[src/rtl/cipher_core_if.sv]
// Keystroke input and pixel-write port of cipher_core.
// The core takes the slave side; the keyboard front end and VGA adapter take the master side.
interface cipher_core_if;
  logic       key_valid;
  logic [7:0] key_char;
  logic [8:0] x;
  logic [7:0] y;
  logic [2:0] colour;
  logic       plot;
  logic       busy;

  modport master (
    output key_valid, key_char,
    input  x, y, colour, plot, busy
  );

  modport slave (
    input  key_valid, key_char,
    output x, y, colour, plot, busy
  );
endinterface

[src/rtl/cipher_core.sv]
// Vigenere cipher engine with a three-mode controller and an 8x8 cell plotter.
// Each accepted keystroke is transformed with a key of up to 4 letters and drawn into a 40x30 cell grid.
module cipher_core (
  input  logic         clk,
  input  logic         resetn,
  input  logic         enter,
  cipher_core_if.slave bus,
  output logic [2:0]   state,
  output logic [1:0]   cipher_idx,
  output logic [7:0]   vga_char
);

  typedef enum logic [2:0] {
    KEY_ENTRY = 3'd0,
    ENCRYPT   = 3'd1,
    DECRYPT   = 3'd2
  } state_e;

  state_e          state_q, state_d;
  logic [2:0]      sync_q;
  logic            press_s;
  logic [1:0]      idx_q, idx_d;
  logic [2:0]      key_len_q, key_len_d;
  logic [3:0][4:0] key_q, key_d;
  logic [7:0]      char_q, char_d;
  logic            busy_q, busy_d;
  logic [6:0]      pix_q, pix_d;
  logic [5:0]      col_q, col_d;
  logic [4:0]      row_q, row_d;
  logic            plot_q, plot_d;
  logic [8:0]      x_q, x_d;
  logic [7:0]      y_q, y_d;
  logic [2:0]      colour_q, colour_d;

  logic            accept_s, start_s, is_letter_s;
  logic [7:0]      norm_s;
  logic [4:0]      p_s, k_s;
  logic [5:0]      sum_s, dif_s, enc_s, dec_s;
  logic [2:0]      idx_inc_s;

  // Enter synchronizer plus one history flop for falling-edge detection.
  always_ff @(posedge clk or negedge resetn) begin
    if (!resetn) begin
      sync_q <= 3'b111;
    end else begin
      sync_q <= {sync_q[1:0], enter};
    end
  end

  assign press_s  = sync_q[2] & ~sync_q[1];
  assign accept_s = bus.key_valid & ~busy_q;

  // Letter normalisation and mod-26 cipher arithmetic on 0..25 letter indices.
  always_comb begin
    if ((bus.key_char >= 8'h61) && (bus.key_char <= 8'h7A)) begin
      norm_s = bus.key_char - 8'h20;
    end else begin
      norm_s = bus.key_char;
    end
    is_letter_s = (norm_s >= 8'h41) && (norm_s <= 8'h5A);
    // 'A'..'Z' carry 1..26 in their low five bits.
    p_s   = norm_s[4:0] - 5'd1;
    k_s   = key_q[idx_q];
    sum_s = {1'b0, p_s} + {1'b0, k_s};
    dif_s = {1'b0, p_s} + 6'd26 - {1'b0, k_s};
    if (sum_s >= 6'd26) begin
      enc_s = sum_s - 6'd26;
    end else begin
      enc_s = sum_s;
    end
    if (dif_s >= 6'd26) begin
      dec_s = dif_s - 6'd26;
    end else begin
      dec_s = dif_s;
    end
    idx_inc_s = {1'b0, idx_q} + 3'd1;
  end

  // Controller: keystroke processing with the current mode, then any enter-driven mode change.
  always_comb begin
    state_d   = state_q;
    idx_d     = idx_q;
    key_len_d = key_len_q;
    key_d     = key_q;
    char_d    = char_q;
    start_s   = 1'b0;
    if (accept_s) begin
      case (state_q)
        KEY_ENTRY: begin
          if (is_letter_s && (key_len_q < 3'd4)) begin
            key_d[key_len_q[1:0]] = p_s;
            key_len_d             = key_len_q + 3'd1;
            char_d                = norm_s;
            start_s               = 1'b1;
            idx_d                 = (key_len_d >= 3'd3) ? 2'd3 : key_len_d[1:0];
          end else begin
            start_s = 1'b0;
          end
        end
        ENCRYPT, DECRYPT: begin
          start_s = 1'b1;
          if (is_letter_s) begin
            char_d = 8'h41 + {2'b00, (state_q == ENCRYPT) ? enc_s : dec_s};
            idx_d  = (idx_inc_s >= key_len_q) ? 2'd0 : idx_inc_s[1:0];
          end else begin
            char_d = bus.key_char;
          end
        end
        default: begin
          start_s = 1'b0;
        end
      endcase
    end else begin
      start_s = 1'b0;
    end
    if (press_s) begin
      idx_d = 2'd0;
      case (state_q)
        KEY_ENTRY: begin
          state_d = ENCRYPT;
          // An empty key becomes the single letter 'A', i.e. the identity cipher.
          if (key_len_d == 3'd0) begin
            key_len_d = 3'd1;
            key_d[0]  = 5'd0;
          end else begin
            key_len_d = key_len_d;
          end
        end
        ENCRYPT: begin
          state_d = DECRYPT;
        end
        DECRYPT: begin
          state_d   = KEY_ENTRY;
          key_len_d = 3'd0;
        end
        default: begin
          state_d   = KEY_ENTRY;
          key_len_d = 3'd0;
        end
      endcase
    end else begin
      state_d = state_d;
    end
  end

  // Plotter: 64 row-major pixels per cell, then the cursor advances.
  always_comb begin
    busy_d   = busy_q;
    pix_d    = pix_q;
    col_d    = col_q;
    row_d    = row_q;
    plot_d   = 1'b0;
    x_d      = x_q;
    y_d      = y_q;
    colour_d = colour_q;
    if (busy_q) begin
      if (!pix_q[6]) begin
        plot_d = 1'b1;
        x_d    = {col_q, pix_q[2:0]};
        y_d    = {row_q, pix_q[5:3]};
        if ((pix_q[5:3] >= 3'd1) && (pix_q[5:3] <= 3'd6) && char_q[3'd7 - pix_q[2:0]]) begin
          colour_d = 3'b111;
        end else begin
          colour_d = 3'b000;
        end
        pix_d = pix_q + 7'd1;
      end else begin
        busy_d = 1'b0;
        pix_d  = 7'd0;
        if (col_q == 6'd39) begin
          col_d = 6'd0;
          row_d = (row_q == 5'd29) ? 5'd0 : row_q + 5'd1;
        end else begin
          col_d = col_q + 6'd1;
        end
      end
    end else if (start_s) begin
      busy_d = 1'b1;
      pix_d  = 7'd0;
    end else begin
      busy_d = 1'b0;
    end
  end

  // State and datapath registers.
  always_ff @(posedge clk or negedge resetn) begin
    if (!resetn) begin
      state_q   <= KEY_ENTRY;
      idx_q     <= 2'd0;
      key_len_q <= 3'd0;
      key_q     <= {4{5'd0}};
      char_q    <= 8'h00;
      busy_q    <= 1'b0;
      pix_q     <= 7'd0;
      col_q     <= 6'd0;
      row_q     <= 5'd0;
      plot_q    <= 1'b0;
      x_q       <= 9'd0;
      y_q       <= 8'd0;
      colour_q  <= 3'b000;
    end else begin
      state_q   <= state_d;
      idx_q     <= idx_d;
      key_len_q <= key_len_d;
      key_q     <= key_d;
      char_q    <= char_d;
      busy_q    <= busy_d;
      pix_q     <= pix_d;
      col_q     <= col_d;
      row_q     <= row_d;
      plot_q    <= plot_d;
      x_q       <= x_d;
      y_q       <= y_d;
      colour_q  <= colour_d;
    end
  end

  assign state      = state_q;
  assign cipher_idx = idx_q;
  assign vga_char   = char_q;
  assign bus.x      = x_q;
  assign bus.y      = y_q;
  assign bus.colour = colour_q;
  assign bus.plot   = plot_q;
  assign bus.busy   = busy_q;

endmodule

[src/flat_wrapper.sv]
// flat-port wrapper written by rule: the top's interface ports become plain ports
module cipher_core_flat 
  (clk, resetn, enter, state, cipher_idx, vga_char, bus_key_valid, bus_key_char, bus_x, bus_y, bus_colour, bus_plot, bus_busy);
  cipher_core_if bus_i ();
  input  logic clk;
  input  logic resetn;
  input  logic enter;
  output logic [2:0] state;
  output logic [1:0] cipher_idx;
  output logic [7:0] vga_char;
  input wire logic [$bits(bus_i.key_valid)-1:0] bus_key_valid;
  input wire logic [$bits(bus_i.key_char)-1:0] bus_key_char;
  output wire logic [$bits(bus_i.x)-1:0] bus_x;
  output wire logic [$bits(bus_i.y)-1:0] bus_y;
  output wire logic [$bits(bus_i.colour)-1:0] bus_colour;
  output wire logic [$bits(bus_i.plot)-1:0] bus_plot;
  output wire logic [$bits(bus_i.busy)-1:0] bus_busy;
  assign bus_i.key_valid = bus_key_valid;
  assign bus_i.key_char = bus_key_char;
  assign bus_x = bus_i.x;
  assign bus_y = bus_i.y;
  assign bus_colour = bus_i.colour;
  assign bus_plot = bus_i.plot;
  assign bus_busy = bus_i.busy;
  cipher_core u_core (.clk(clk), .resetn(resetn), .enter(enter), .bus(bus_i), .state(state), .cipher_idx(cipher_idx), .vga_char(vga_char));
endmodule
[config.mk]
export PLATFORM = sky130hd
export DESIGN_NAME = cipher_core_flat
export DESIGN_NICKNAME = d
export VERILOG_FILES = /design/src/rtl/cipher_core_if.sv /design/src/rtl/cipher_core.sv /design/src/flat_wrapper.sv
export SDC_FILE = /design/constraint.sdc
export NUM_CORES = 1
export LEC_CHECK = 0
export CAP_MARGIN = 30
export CORE_MARGIN = 1.5
export CORE_UTILIZATION = 35
export DETAILED_ROUTE_END_ITERATION = 10
export RECOVER_POWER = 25
export SYNTH_ARGS = -nofsm -noshare
export SYNTH_HDL_FRONTEND = slang
export SYNTH_SLANG_ARGS = --single-unit
[constraint.sdc]
create_clock -name clk -period 4.6 [get_ports clk]
set_input_delay 0.69 -clock clk [delete_from_list [all_inputs] [get_ports clk]]
set_output_delay 0.69 -clock clk [all_outputs]
set_load 0.1 [all_outputs]
; ---- Word level (Yosys, flattened, before mapping)
; Cells that the tools add are included.
; Widths: inputs -> output; s select.
[op_classes]
n_addsub = 14
n_lt_le_gt_ge = 15
n_eq_ne = 7
muxes = 47
bitwise = 5
reduce_logical = 19
[ops]
columns = op, count
row1 = $mux 5, 9
row2 = $mux 6, 4
row3 = $mux 8, 3
row4 = $mux 7, 3
row5 = $bwmux 20, 1
row6 = $mux 3, 6
row7 = $ge 8x7->1 const B, 2
row8 = $le 8x7->1 const B, 2
row9 = $pmux 8 s2, 1
row10 = $ge 6x5->1 const B, 2
row11 = $mux 2, 6
row12 = $sub 6x5->6 const B, 2
row13 = $bmux 5 s2, 1
row14 = $demux 5 s2, 1
row15 = $reduce_and 3->1, 3
row16 = $add 7x6->8 const A, 1
row17 = $pmux 2 s2, 2
row18 = $sub 8x6->8 const B, 1
row19 = $add 7x1->7 const B, 1
row20 = $mux 1, 7
row21 = $add 5x5->6, 1
row22 = $add 5x5->6 const B, 1
row23 = $add 6x1->6 const B, 1
row24 = $eq 6x6->1 const B, 1
row25 = 31 further kinds, 45
[totals]
regBits = 79
input_bits = 12
output_inout_bits = 35
elab_cells = 124

; ---- Depth between registers and ports, before layout
[depth]
ltp_word = 13
depth_mapped = 17
depth_no_buf = 17

; ---- Worst setup path before layout
; No wires, ideal clock.
[synth_path]
path_type = register to register
startpoint = register u_core.idx_q[0] (netlist: u_core.cipher_idx[0])
endpoint = register u_core.char_q[2] (netlist: u_core.vga_char[2])
setup_ns = 0.076
arrival_ns = 4.483
t_required_ns = 4.524
setup_slack_ns = 0.041
stages_incl_launch_ff = 18
n_path_buf = 1
period_less_slack_ns = 4.559
cell_sequence = dfrtp_1 clkbuf_1 mux4_2 ha_1 inv_1 ha_1 inv_1 fa_1 nand2b_1 a21oi_1 xor2_1 nor2_1 xnor2_1 o21ai_0 ha_1 o211a_1 o31a_1 o21ai_1
[synth_via]
elab_chain_len = 9
elab_cells_between_ends = 14
cone_classes = add/sub: 5 / order compare: 2 / mux: 7
[synth_rtl]
columns = item, line
row1 = "start, declared", cipher_core.sv:22  ; logic [1:0] idx_q, idx_d;
row2 = "start signal, assigned", cipher_core.sv:203  ; idx_q <= idx_d;
row3 = $bmux 5 s2 *, cipher_core.sv:63  ; k_s = key_q[idx_q];
row4 = $mux 5 (not written as such) *, cipher_core.sv:63
row5 = $sub 6x5->6 / $add 5x5->6 (equally long branches), "cipher_core.sv:65, cipher_core.sv:64"
row6 = "$sub 6x5->6, or another cell as far along", cipher_core.sv:72  ; dec_s = dif_s - 6'd26;
row7 = "$mux 6, on equally long branches", "cipher_core.sv:71, cipher_core.sv:66"
row8 = $mux 6 *, cipher_core.sv:103  ; char_d = 8'h41 + {2'b00, (state_q == ENCRYPT) ? enc_s : dec_s};
row9 = $add 7x6->8 *, cipher_core.sv:103
row10 = $mux 8 *, cipher_core.sv:102  ; if (is_letter_s) begin
row11 = $pmux 8 s2 *, cipher_core.sv:88  ; case (state_q)
row12 = "end signal, assigned", cipher_core.sv:206  ; char_q <= char_d;
row13 = "end, declared", cipher_core.sv:25  ; logic [7:0] char_q, char_d;
; Mark *: on every way between the ends. The rest lies on a longest branch, timed or not. The select of a mux whose other input is x is not followed.
; A chain may end at the register's enable or synchronous reset.

; ---- Worst setup path in the final report
[layout_path]
startpoint = input port bus_key_char[0]
endpoint = register u_core.char_q[2] (netlist: u_core.vga_char[2])
[layout_via]
elab_chain_len = 12
elab_cells_between_ends = 26
cone_classes = add/sub: 8 / order compare: 6 / eq/ne: 1 / mux: 7 / reduce/logical: 4
[layout_rtl]
columns = item, line
row1 = "start, declared", flat_wrapper.sv:12  ; input wire logic [$bits(bus_i.key_char)-1:0] bus_key_char;
row2 = $ge 8x7->1 / $le 8x7->1 (equally long branches), cipher_core.sv:55  ; if ((bus.key_char >= 8'h61) && (bus.key_char <= 8'h7A)) begin
row3 = $logic_and 1x1->1, cipher_core.sv:55
row4 = $mux 8 *, cipher_core.sv:55
row5 = $sub 5x1->5 *, cipher_core.sv:62  ; p_s = norm_s[4:0] - 5'd1;
row6 = via u_core.p_s[0], cipher_core.sv:37  ; logic [4:0] p_s, k_s;
row7 = $add 5x5->6, cipher_core.sv:65  ; dif_s = {1'b0, p_s} + 6'd26 - {1'b0, k_s};
row8 = $sub 6x5->6, cipher_core.sv:65
row9 = $sub 6x5->6 / $ge 6x5->1 (equally long branches), "cipher_core.sv:72, cipher_core.sv:71"
row10 = $mux 6, cipher_core.sv:71  ; if (dif_s >= 6'd26) begin
row11 = $mux 6 *, cipher_core.sv:103
row12 = $add 7x6->8 *, cipher_core.sv:103
row13 = $mux 8 *, cipher_core.sv:102
row14 = $pmux 8 s2 *, cipher_core.sv:88
; The timed path passes the listed nets; every way through them passes the cells marked *. The select of a mux whose other input is x is not followed.

==> key figures <==
Run status
  • Outcome: complete, but fails checks
  • Failing checks: max-capacitance violations, max-slew violations

Route
  • Detailed Route WL: 11100 um
  • Vias/cell: 5.10
  • Drt pass-1 iters: 4
  • Initial drt markers: 338
  • DRC errors left: 0
  • Wire per inst: 14.8 um
  • Final antenna-violating net count: 0
  • Via Count: 3835

Power
  • VDD IR-drop max: 0.248 mV
  • Power Dens Cells: 627 nW/um2
  • Static Leak: 2.64 nW

Clock network
  • Setup bufs post-CTS: 0
  • Clock slew at reported path FFs: 0.06 ns
  • CTS resizes: 0
  • H-tree depth: 3
  • Hold_buf cts: 0
  • Longest Clk Path Bufs: 2
  • CTS Buf Count: 9
  • Clk Latency, worst-skew pair: 0.33 ns
  • Clock Sinks: 76
  • CTS tree: yes
  • Clock Tree Root: clkbuf_16

Setup path
  • Crit-path max cell delay: 0.48 ns
  • Count of buffer and inverter cells on the critical path: 3
  • Crit Path Category: in -> reg
  • CP cell instances: clkdlybuf4s50_1 -> inv_1 -> ha_1 -> xor2_1 -> ha_1 -> inv_1 -> fa_1 -> xnor2_1 -> nand3_1 -> mux2i_1 -> nor2_1 -> xnor2_1 -> o21ai_0 -> ha_1 -> o211a_1 -> o31a_1 -> o21ai_1
  • Cell repeated most along the worst path: ha_1
  • Largest delay contributor family on the critical path: adder cells
  • Crit-path slowest cell: clkdlybuf4s50_1
  • Arr. time, crit path: 4.43 ns
  • Critical Path Start Type: primary input
  • Critical Path End Type: flip-flop
  • Worst-path maximum fanout: 6
  • Worst Path Required: 4.86 ns

STA
  • Worst-Margin Slew: 3.17 ns
  • Final setup viols: 0
  • Relative slew slack: -111%
  • Final period util: 90.5%
  • Max Freq: 240 MHz
  • Fin Clk Skew: 0.00959 ns
  • Final slew viol count: 74
  • Fin. Hold Viols: 0
  • RSZ-0062 raised after global routing: no
  • Minimum clock period: 4.16 ns
  • Final TNS setup: 0 ns

Synth
  • Post-synth EDFFs: 0
  • Main combinational cell family by area after synthesis: simple AND/OR/NAND/NOR gates
  • Most frequent cells after synthesis: nand2_1, dfrtp_1, o21ai_0
  • Area share of the leading cell type in the synthesized netlist: 38.8%
  • Area leader, netlist: dfrtp_1
  • Post-Syn Nets: 566
  • Count leader, synth: nand2_1
  • Syn Inst Count: 515
  • Xor and xnor area share after synthesis: 3.34%
  • Cell variety after synth: 60
  • Register area share after synthesis: 40.4%
  • Synth Area in Adders: 10.7%
  • Avg Cell Area, Syn: 9.15 um2
  • Ys async rst share: 100%
  • Synth Area in Simple Gates: 18.7%
  • Mux contribution to synthesized area: 6.40%
  • Compound-Gate Fraction of Synth Area: 16.4%
  • Synth Flop Type: dfrtp_1
  • Warnings, synthesis: 0
  • Top cells by area, synth: dfrtp_1, ha_1, nand2_1
  • Post-Syn Area: 4710 um2
  • Post-synthesis register bit count: 76

Place
  • Placed cell areas: 5420 um2
  • Post-DP HPWL: 8250 um
  • I/O Buffers: 45
  • Routability cong.: 0.873

Floorplan
  • Die height: 119 um
  • Die X: 119 um
  • IO Count: 47
  • Die ar.: 14200 um2
  • Initial Util: 35.7%
  • Core area: 13200 um2
  • Core Rows: 42

GRT
  • Largest net degree at the start of global routing: 77
  • First-pass GRT wire length: 18800 um
  • Vias in the first global route: 3824
  • Tot GR Track Use: 16.4%
  • Initial antenna violation count: 0
  • Grt total ovfl: 0

Job
  • MaxCap Viol Count: 1

Final layout
  • Storage cell area: 1910 um2
  • Design area: 5730 um2
  • Area grow syn2layout: 21.5%
  • Share of cells above drive strength 1: 9.38%
  • Number of fill cells: 1257
  • Antenna cell count: 0
  • Multi-input logic area: 2620 um2
  • Nets: 624

Hold path
  • HP Class: in -> async
==> cell usage in the layout (no fill, tap or decap), drive strengths merged, types with 7 or more instances in the layout <==
cell,instances
nand2,104
dfrtp,73
clkdlybuf4s50,44
o21ai,39
ha,37
nor2,34
inv,33
a21oi,29
buf,16
nand3,14
nor3,12
mux2i,11
clkbuf,11
xnor2,10
nand2b,9
xor2,8
a21o,7
mux4,7
==> stage by stage <==
step	hold WS, ns	setup slack [ns]	util (%)	power, mW	cells
6_report	0.165	0.436	43.4	3.59	752
3_5_place_dp	0.347	0.157	41.1	2.89	736
2_1_floorplan	0.345	0.0409	-	2.43	515
4_1_cts	0.355	0.467	43.2	3.60	750
3_3_place_gp	0.347	0.256	41.1	2.87	736
5_1_grt	0.163	0.130	43.4	3.81	752
==> final timing paths <==
check | slack (ns) | endpoint | depth (start not counted) | start
hold / removal | 0.16 | u_core.bus.colour[1] | 1 | resetn
hold reg to reg | 0.36 | u_core.sync_q[1] | 0 | u_core.sync_q[0]
max in group asynchronous | 1.03 | u_core.key_q[0] | 2 | resetn
setup reg to reg | 0.82 | u_core.vga_char[2] | 16 | u_core.cipher_idx[0]
setup / recovery | 0.44 | u_core.vga_char[2] | 17 | bus_key_char[0]
min in group clk | 0.36 | u_core.sync_q[1] | 0 | u_core.sync_q[0]
==> area by class of cell <==
class	instances	share of cell area, %
multi-input combinational	392	45.7
sequential	76	33.3
timing repair buffer	62	10.2
clock buffer	10	4.00
tap	176	3.85
inverter	32	2.10
clock inverter	4	0.896
==> per-layer routing <==
layer | share of wire, % | GRT usage (%)
met3 | 3.2 | 3.21
met1 | 49 | 22.4
met4 | 1.9 | 5.95
met5 | 0 | 0
met2 | 46 | 26.0
==> where the power goes <==
part	switching (mW)	internal [mW]	total [mW]
sequential	0.151	0.815	0.967
combinational	1.34	0.600	1.94
clock	0.271	0.415	0.686
==> cell families after synthesis <==
logic type                 count (synthesis)
and+or+nand+nor                          197
AOI/OAI and AO/OA                        116
DFF                                       76
buffers and inverters                     47
adders and majority gates                 39
muxes                                     21
xor gates and xnor gates                  18
other                                      1
==> flip-flops by register name, summed over array words and instances, names as in the netlist <==
name               count
u_core.key_q          20
u_core.bus.x           9
u_core.bus.y           8
u_core.vga_char        8
u_core.pix_q           7
u_core.col_q           6
u_core.row_q           5
u_core.key_len_q       3
u_core.sync_q          3
u_core.cipher_idx      2
u_core.state           2
u_core.bus.busy        1
u_core.bus.colour      1
u_core.bus.plot        1
Note: power is estimated with default switching activity, not from simulation.
